===== config.mk =====
export PLATFORM = sky130hd
export DESIGN_NAME = uart_rx_param
export DESIGN_NICKNAME = d
export VERILOG_FILES = /design/src/rtl/uart_rx_param.sv
export SDC_FILE = /design/constraint.sdc
export NUM_CORES = 1
export LEC_CHECK = 0
export ABC_AREA = 1
export BUFFER_PORTS_ARGS = -buffer_cell sky130_fd_sc_hd__buf_4
export CORE_MARGIN = 1
export CORE_UTILIZATION = 61
export CTS_CLUSTER_DIAMETER = 200
export DETAILED_ROUTE_END_ITERATION = 8
export PLACE_DENSITY = 0.82
export SETUP_SLACK_MARGIN = 0.05
export SLEW_MARGIN = 20
export SYNTH_ARGS = -nofsm -noshare
export SYNTH_HDL_FRONTEND = slang
export SYNTH_SLANG_ARGS = --single-unit

===== constraint.sdc =====
create_clock -name ref_clk -period 2.7 [get_ports ref_clk]
set_input_delay 0.135 -clock ref_clk [delete_from_list [all_inputs] [get_ports ref_clk]]
set_output_delay 0.135 -clock ref_clk [all_outputs]
set_load 0.02 [all_outputs]

===== src/rtl/uart_rx_param.sv =====
`default_nettype none
// ============================================================================
// Module   : uart_rx_param
// Brief    : Parameterised oversampling UART receiver with a one-word output
//            register, valid/ready handshake, a bit_clk whose falling edge
//            marks the mid-bit sample point, and sticky frame/overrun flags.
//            The optional parity bit and parity_err flag are compiled in only
//            when the macro UART_RX_PARITY_EN is defined.
// Revision : 1.0 - initial release
// ============================================================================
module uart_rx_param #(
  parameter int DATA_BITS  = 8,   // data bits per frame, 5..9
  parameter int OVERSAMPLE = 8,   // samp_en ticks per bit period, even, 4..32
  parameter int INVERT     = 1    // 1: idle-low line, start=1, stop=0
`ifdef UART_RX_PARITY_EN
  ,
  parameter int PARITY_ODD = 0    // 0: even parity, 1: odd parity
`endif
) (
  input  logic                 ref_clk,
  input  logic                 reset,
  input  logic                 samp_en,
  input  logic                 in,
  output logic [DATA_BITS-1:0] out,
  output logic                 out_valid,
  input  logic                 out_ready,
  output logic                 bit_clk,
  output logic                 frame_err,
  output logic                 overrun
`ifdef UART_RX_PARITY_EN
  ,
  output logic                 parity_err
`endif
);

  // --------------------------------------------------------------------------
  // Constants
  // --------------------------------------------------------------------------
  localparam int c_CNT_W = $clog2(OVERSAMPLE);
  localparam int c_IDX_W = $clog2(DATA_BITS);

  // Tick-counter compare points: mid-bit (half period) and full bit period.
  localparam logic [c_CNT_W-1:0] c_HALF_M1  = c_CNT_W'(OVERSAMPLE / 2 - 1);
  localparam logic [c_CNT_W-1:0] c_FULL_M1  = c_CNT_W'(OVERSAMPLE - 1);
  localparam logic [c_CNT_W-1:0] c_CNT_ONE  = c_CNT_W'(1);
  localparam logic [c_IDX_W-1:0] c_LAST_IDX = c_IDX_W'(DATA_BITS - 1);
  localparam logic [c_IDX_W-1:0] c_IDX_ONE  = c_IDX_W'(1);

  // Line levels; the logical value of a data bit is the line level XOR c_INV.
  localparam logic c_INV       = (INVERT != 0);
  localparam logic c_START_LVL = c_INV;
  localparam logic c_STOP_LVL  = ~c_INV;

`ifdef UART_RX_PARITY_EN
  localparam logic c_PAR_ODD = (PARITY_ODD != 0);
`endif

  // --------------------------------------------------------------------------
  // State machine encoding
  // --------------------------------------------------------------------------
  typedef enum logic [2:0] {
    S_IDLE   = 3'd0,
    S_START  = 3'd1,
    S_DATA   = 3'd2,
`ifdef UART_RX_PARITY_EN
    S_PARITY = 3'd3,
`endif
    S_STOP   = 3'd4
  } state_t;

  state_t r_state;
  state_t w_state_nxt;

  // --------------------------------------------------------------------------
  // Datapath registers and wires
  // --------------------------------------------------------------------------
  logic [c_CNT_W-1:0]   r_cnt;         // samp_en ticks within current phase
  logic [c_IDX_W-1:0]   r_bit_idx;     // data bits sampled so far
  logic [DATA_BITS-1:0] r_shift;       // LSB-first shift register
  logic                 r_done;        // one-cycle pulse after stop sample
  logic [DATA_BITS-1:0] r_done_word;   // word captured at the stop sample
  logic                 r_done_ferr;   // stop bit was at the wrong level
  logic                 w_half_tick;   // tick landing on the half-period point
  logic                 w_full_tick;   // tick landing on the full-period point
  logic                 w_stop_tick;   // stop bit is being sampled this tick
  logic                 w_line_bit;    // de-inverted line value

`ifdef UART_RX_PARITY_EN
  logic r_par_bad;                     // parity mismatch of current frame
  logic r_done_perr;                   // parity mismatch of completed frame
  logic w_par_exp;                     // parity bit the data bits call for
`endif

  assign w_line_bit = in ^ c_INV;

`ifdef UART_RX_PARITY_EN
  assign w_par_exp = (^r_shift) ^ c_PAR_ODD;
`endif

  // Next-state decode: everything advances only on a samp_en tick.
  always_comb begin
    w_state_nxt = r_state;
    w_half_tick = samp_en && (r_cnt == c_HALF_M1);
    w_full_tick = samp_en && (r_cnt == c_FULL_M1);
    w_stop_tick = 1'b0;
    case (r_state)
      S_IDLE: begin
        if (samp_en && (in == c_START_LVL)) begin
          w_state_nxt = S_START;
        end
      end
      S_START: begin
        // Mid-start re-check; a line already back at idle was a glitch.
        if (w_half_tick) begin
          w_state_nxt = (in == c_START_LVL) ? S_DATA : S_IDLE;
        end
      end
      S_DATA: begin
        if (w_full_tick && (r_bit_idx == c_LAST_IDX)) begin
`ifdef UART_RX_PARITY_EN
          w_state_nxt = S_PARITY;
`else
          w_state_nxt = S_STOP;
`endif
        end
      end
`ifdef UART_RX_PARITY_EN
      S_PARITY: begin
        if (w_full_tick) begin
          w_state_nxt = S_STOP;
        end
      end
`endif
      S_STOP: begin
        // Returning to IDLE on the sample tick lets a start edge on the very
        // next tick begin the following frame.
        if (w_full_tick) begin
          w_state_nxt = S_IDLE;
          w_stop_tick = 1'b1;
        end
      end
      default: begin
        w_state_nxt = S_IDLE;
      end
    endcase
  end

  // State register.
  always_ff @(posedge ref_clk) begin
    if (reset) begin
      r_state <= S_IDLE;
    end else begin
      r_state <= w_state_nxt;
    end
  end

  // Tick counter, bit index and data shift register, gated by samp_en.
  always_ff @(posedge ref_clk) begin
    if (reset) begin
      r_cnt     <= '0;
      r_bit_idx <= '0;
      r_shift   <= '0;
    end else if (samp_en) begin
      case (r_state)
        S_IDLE: begin
          r_cnt     <= '0;
          r_bit_idx <= '0;
        end
        S_START: begin
          // Restart the count at mid-start so later samples land mid-bit.
          r_cnt <= w_half_tick ? '0 : r_cnt + c_CNT_ONE;
        end
        S_DATA: begin
          r_cnt <= w_full_tick ? '0 : r_cnt + c_CNT_ONE;
          if (w_full_tick) begin
            r_shift   <= {w_line_bit, r_shift[DATA_BITS-1:1]};
            r_bit_idx <= r_bit_idx + c_IDX_ONE;
          end
        end
        default: begin
          r_cnt <= w_full_tick ? '0 : r_cnt + c_CNT_ONE;
        end
      endcase
    end
  end

`ifdef UART_RX_PARITY_EN
  // Compare the sampled parity bit against the parity of the data bits.
  always_ff @(posedge ref_clk) begin
    if (reset) begin
      r_par_bad <= 1'b0;
    end else if ((r_state == S_PARITY) && w_full_tick) begin
      r_par_bad <= (w_line_bit != w_par_exp);
    end
  end
`endif

  // Capture the finished frame at the stop sample; handed over next cycle.
  always_ff @(posedge ref_clk) begin
    if (reset) begin
      r_done      <= 1'b0;
      r_done_word <= '0;
      r_done_ferr <= 1'b0;
`ifdef UART_RX_PARITY_EN
      r_done_perr <= 1'b0;
`endif
    end else begin
      r_done <= w_stop_tick;
      if (w_stop_tick) begin
        r_done_word <= r_shift;
        r_done_ferr <= (in != c_STOP_LVL);
`ifdef UART_RX_PARITY_EN
        r_done_perr <= r_par_bad;
`endif
      end
    end
  end

  // Output word register, valid/ready handshake and sticky error flags.
  always_ff @(posedge ref_clk) begin
    if (reset) begin
      out       <= '0;
      out_valid <= 1'b0;
      frame_err <= 1'b0;
      overrun   <= 1'b0;
`ifdef UART_RX_PARITY_EN
      parity_err <= 1'b0;
`endif
    end else begin
      if (r_done) begin
        // A new word always wins; it only counts as lost data when the old
        // word is still pending and not being accepted on this edge.
        out       <= r_done_word;
        out_valid <= 1'b1;
        if (out_valid && !out_ready) begin
          overrun <= 1'b1;
        end
        if (r_done_ferr) begin
          frame_err <= 1'b1;
        end
`ifdef UART_RX_PARITY_EN
        if (r_done_perr) begin
          parity_err <= 1'b1;
        end
`endif
      end else if (out_valid && out_ready) begin
        out_valid <= 1'b0;
      end
    end
  end

  // bit_clk: high for the first half of each bit, falls at the sample point.
  always_ff @(posedge ref_clk) begin
    if (reset) begin
      bit_clk <= 1'b0;
    end else if (samp_en) begin
      case (r_state)
        S_IDLE: begin
          bit_clk <= (in == c_START_LVL);
        end
        S_START: begin
          if (w_half_tick) begin
            bit_clk <= 1'b0;
          end
        end
        default: begin
          if (w_full_tick) begin
            bit_clk <= 1'b0;
          end else if (w_half_tick) begin
            bit_clk <= 1'b1;
          end
        end
      endcase
    end
  end

endmodule
`default_nettype wire


# Yosys cells after proc, flatten, opt, wreduce, memory -nomap -nowiden

Index checks and enable logic that the tools add are counted.

Flip-flop bits (word level): 39
Input bits: 5
Logic and storage cells: 62

Add/subtract/negate cells: 2
Equal/unequal tests: 11
Mux-type cells: 19
Bitwise logic cells: 1
Reductions and logical operators: 17

Operators by type and width:

| kind                | number |
|---|---|
| $mux 3              | 7 |
| $pmux 3 s2          | 2 |
| $pmux 3 s4          | 1 |
| $ne 2x2->1 const B  | 5 |
| $eq 3x3->1 const B  | 3 |
| $reduce_and 3->1    | 3 |
| $mux 1              | 7 |
| $add 3x1->3 const B | 2 |
| $eq 3x2->1 const B  | 2 |
| $logic_and 1x1->1   | 6 |
| $reduce_and 2->1    | 2 |
| $reduce_and 4->1    | 1 |
| $reduce_bool 2->1   | 2 |
| $eq 3x1->1 const B  | 1 |
| $logic_not 3->1     | 1 |
| $reduce_bool 3->1   | 1 |
| $mux 2              | 1 |
| $pmux 1 s2          | 1 |
| $logic_not 1->1     | 1 |
| $not 1->1           | 1 |

# Longest topological paths before layout

Word-level depth: 5
Gate-level depth with buffers: 9
Mapped depth without buffers: 9

# Worst setup path after synthesis

No wires, ideal clock.

Path type: register to register
Start: register r_cnt[0]
End: register r_bit_idx[0]
Library setup time: 115 ps
Arrival: 1261 ps
Required time: 2585 ps
Slack: 1324 ps
Stages on the path, launching flop included: 9
Buffers on the path: 1
Cell sequence: dfxtp_1 -> ha_1 -> ha_1 -> nand2_4 -> clkinv_4 -> nand3_2 -> inv_2 -> buf_6 -> o21a_1

Longest elaborated chain between the ends: 4

Ends and longest elaborated chain:

| item                              | line | source |
|---|---|---|
| from (decl)                       | 77   | `logic [c_CNT_W-1:0] r_cnt;` |
| from (signal assigned)            | 171  | `r_cnt <= w_half_tick ? '0 : r_cnt + c_CNT_ONE;` |
| from (signal assigned)            | 174  | `r_cnt <= w_full_tick ? '0 : r_cnt + c_CNT_ONE;` |
| from (signal assigned)            | 181  | `r_cnt <= w_full_tick ? '0 : r_cnt + c_CNT_ONE;` |
| $eq 3x3->1                        | 104  | `w_full_tick = samp_en && (r_cnt == c_FULL_M1);` |
| $logic_and 1x1->1                 | 104  |  |
| $ne 2x2->1 (no source line)       | n/a  |  |
| $reduce_and 3->1 (no source line) | n/a  |  |
| to (signal assigned)              | 177  | `r_bit_idx <= r_bit_idx + c_IDX_ONE;` |
| to (decl)                         | 78   | `logic [c_IDX_W-1:0] r_bit_idx;` |

No other way between the ends.
A chain may end at the register's enable or synchronous reset.

# Worst setup path in the final report

Start: register r_cnt[0]
End: register r_bit_idx[2]

The elaborated chain is that of the path after synthesis.

==> results.sh <==
export IMPL_firstDrtPassIters=4
export IMPL_synth_top_cell_by_area="dfxtp_1"
export IMPL_crit_arrival_ps=1970
export IMPL_yosysUniqueCellTypes=25
export IMPL_rows=18
export IMPL_synth_cells=201
export IMPL_peakVddDrop_mv=0.8775
export IMPL_crit_path_end_kind="register"
export IMPL_cts_tree="built"
export IMPL_remaining_drc_errors=0
export IMPL_async_flop_share_pct=0
export IMPL_wl_met1_um=1498
export IMPL_synth_top_cells_by_count="39 x dfxtp_1, 22 x a21oi_1, 21 x nand2_1"
export IMPL_clk_latency_ps=340
export IMPL_ys_warn_count=0
export IMPL_n_fill_cell=196
export IMPL_p_leak_nw=0.7751
export IMPL_grt_max_degree=25
export IMPL_setup_viol=0
export IMPL_finalCriticalPeriod_ps=1694
export IMPL_design_die_area_um2=3007
export IMPL_rsz0062_at_grt="no"
export IMPL_vias=1307
export IMPL_wl_met2_um=1370
export IMPL_finalCritPeriodShare_pct=62.75
export IMPL_worstPathMaxFanout=12
export IMPL_maxCapViolations=0
export IMPL_layout_drive_gt1_share_pct=29.17
export IMPL_hp_class="in -> reg"
export IMPL_port_buffer_count=16
export IMPL_synth_seq_cells=39
export IMPL_hold_slack_ps=71.08
export IMPL_synth_area_leaders="dfxtp_1 46%, a21oi_1 6.5%, a21oi_2 5.7%"
export IMPL_htree_levels=2
export IMPL_antenna_found_initial=0
export IMPL_required_ps=2970
export IMPL_routed_top_layer="met4"
export IMPL_grt_overflow=0
export IMPL_synth_most_common_cell="dfxtp_1"
export IMPL_grt_pass1_vias=1161
export IMPL_syn_cell_area_um2=1703
export IMPL_drt_iter0_markers=30
export IMPL_ant_nets=0
export IMPL_io_pins=17
export IMPL_finClkSkew_ps=17.08
export IMPL_place_congestion=0.8338
export IMPL_dpl_hpwl_um=2063
export IMPL_startpoint_type="register"
export IMPL_layout_cells_non_filler=246
export IMPL_die_x_um=54.84
export IMPL_timing_final_max_slew_violations=0
export IMPL_worst_pin_slew_ps=647.5
export IMPL_cts_hold_buf=0
export IMPL_postCtsSetupBuffers=0
export IMPL_relSlewSlack_pct=56.79
export IMPL_ctsLongestPathBuffers=2
export IMPL_yosys_area_top_type_share_pct=45.85
export IMPL_clock_sinks=39
export IMPL_synth_area_per_cell_um2=8.472
export IMPL_drt_wirelength_per_cell_um=12.25
export IMPL_cts_root_buffer="clkbuf_4"
export IMPL_wl_met3_um=84
export IMPL_grt_pass1_wl_um=4843
export IMPL_viasPerCell=5.313
export IMPL_fp_dieH_um=54.84
export IMPL_dp_cells=237
export IMPL_grt_use_total_pct=22.97
export IMPL_synthFlopType="dfxtp_1"
export IMPL_cts_buffers=5
export IMPL_crit_type="reg -> reg"
export IMPL_hold_viol_final=0
export IMPL_cts_resized=0
export IMPL_power_density_nw_per_um2=792.2
export IMPL_routed_wl_um=3013
export IMPL_synth_edff_count=0
export IMPL_timing_fmax_mhz=590.2
export IMPL_crit_start="r_cnt[0]"
export IMPL_start_util_pct=66.33
export IMPL_status="complete, no violations"
export IMPL_antenna_cells=0
export IMPL_syn_num_nets=211
export IMPL_hold_start="out_ready"
export IMPL_area_delta_synth_final_pct=10.29
export IMPL_crit_reg2reg_launch="r_cnt[0]"
export IMPL_path_clk_slew_ps=130
export IMPL_fin_tns_setup_ps=0
export IMPL_coreArea_um2=2567
export IMPL_ys_seq_area_share_pct=45.85
export IMPL_nets=225
-- per-stage QoR --
step / worst slack, ps / cell area, um^2 / total power [mW] / util [%]
3_3_place_gp: 1139 / 1787 / 1.082 / 69.59
4_1_cts: 995.0 / 1868 / 1.490 / 72.76
2_1_floorplan: 1324 / 1703 / 1.018 / -
5_1_grt: 836.6 / 1878 / 1.581 / 73.15
6_report: 1006 / 1878 / 1.488 / 73.15
3_5_place_dp: 1023 / 1787 / 1.104 / 69.59
-- routing by layer --
metal / vias to the layer above / global-route usage [%]
met2: 24 / 35.54
met4: 0 / 12.82
met3: 7 / 5.278
met5: - / 0
met1: 591 / 29.08
li1: 685 / -
-- layout make-up --
class                   count  area (um^2)  area share, %
flip-flops and latches     39        780.7          41.57
multi-input cells         129        757.0          40.31
inverters                  23        91.34          4.863
well taps                  30        37.54          1.999
repair buffers             17        130.1          6.929
clock buffers               5        37.54          1.999
clock inverters             3        43.79          2.332
-- worst paths after layout --
path                                endpoint  slack [ps]  cells after the start
worst max-delay path            r_bit_idx[2]        1010                      8
worst min-delay path               out_valid          70                      4
worst max register to register  r_bit_idx[2]        1010                      8
worst min register to register   r_done_ferr         460                      2
-- cells by family after synthesis --
logic type	count (synthesis)	share of synthesized area [%]
flip-flops	39	45.85
AND/OR/NAND/NOR	66	20.50
adder cells (fa/ha/maj)	5	3.674
AO/OA/AOI/OAI	58	20.28
buffers and inverters	33	9.698
-- registers in the layout, summed over array words and instances (netlist names) --
register and cells:
out 8, r_done_word 8, r_shift 8, r_bit_idx 3, r_cnt 3, r_state 3, bit_clk 1, frame_err 1
out_valid 1, overrun 1, r_done 1, r_done_ferr 1
-- critical path: stages (launching register included) --
cell and delay, ps:
dfxtp_1 350, ha_1 170, ha_1 190, nand2_4 80
clkinv_4 60, nand3_2 200, inv_2 310, nand2_1 100
a21oi_1 170
-- power breakdown --
part | internal, mW | switching [mW]
Combinational | 0.156 | 0.281
Sequential | 0.611 | 0.0497
Clock | 0.195 | 0.195
Total | 0.962 | 0.526
-- cells in the final DEF (no fill, tap or decap), drive strengths merged --
cell type and n:
buf 16, dfxtp 39, o21ai 22, o22ai 1, dlygate4sd3 1, nor2 19
a21oi 33, bufinv 1, inv 22, clkbuf 5, nand2 33, nand3 13
nand3b 1, ha 5, o21a 2, clkinv 3
No activity file was read; power rests on OpenSTA's default activity.
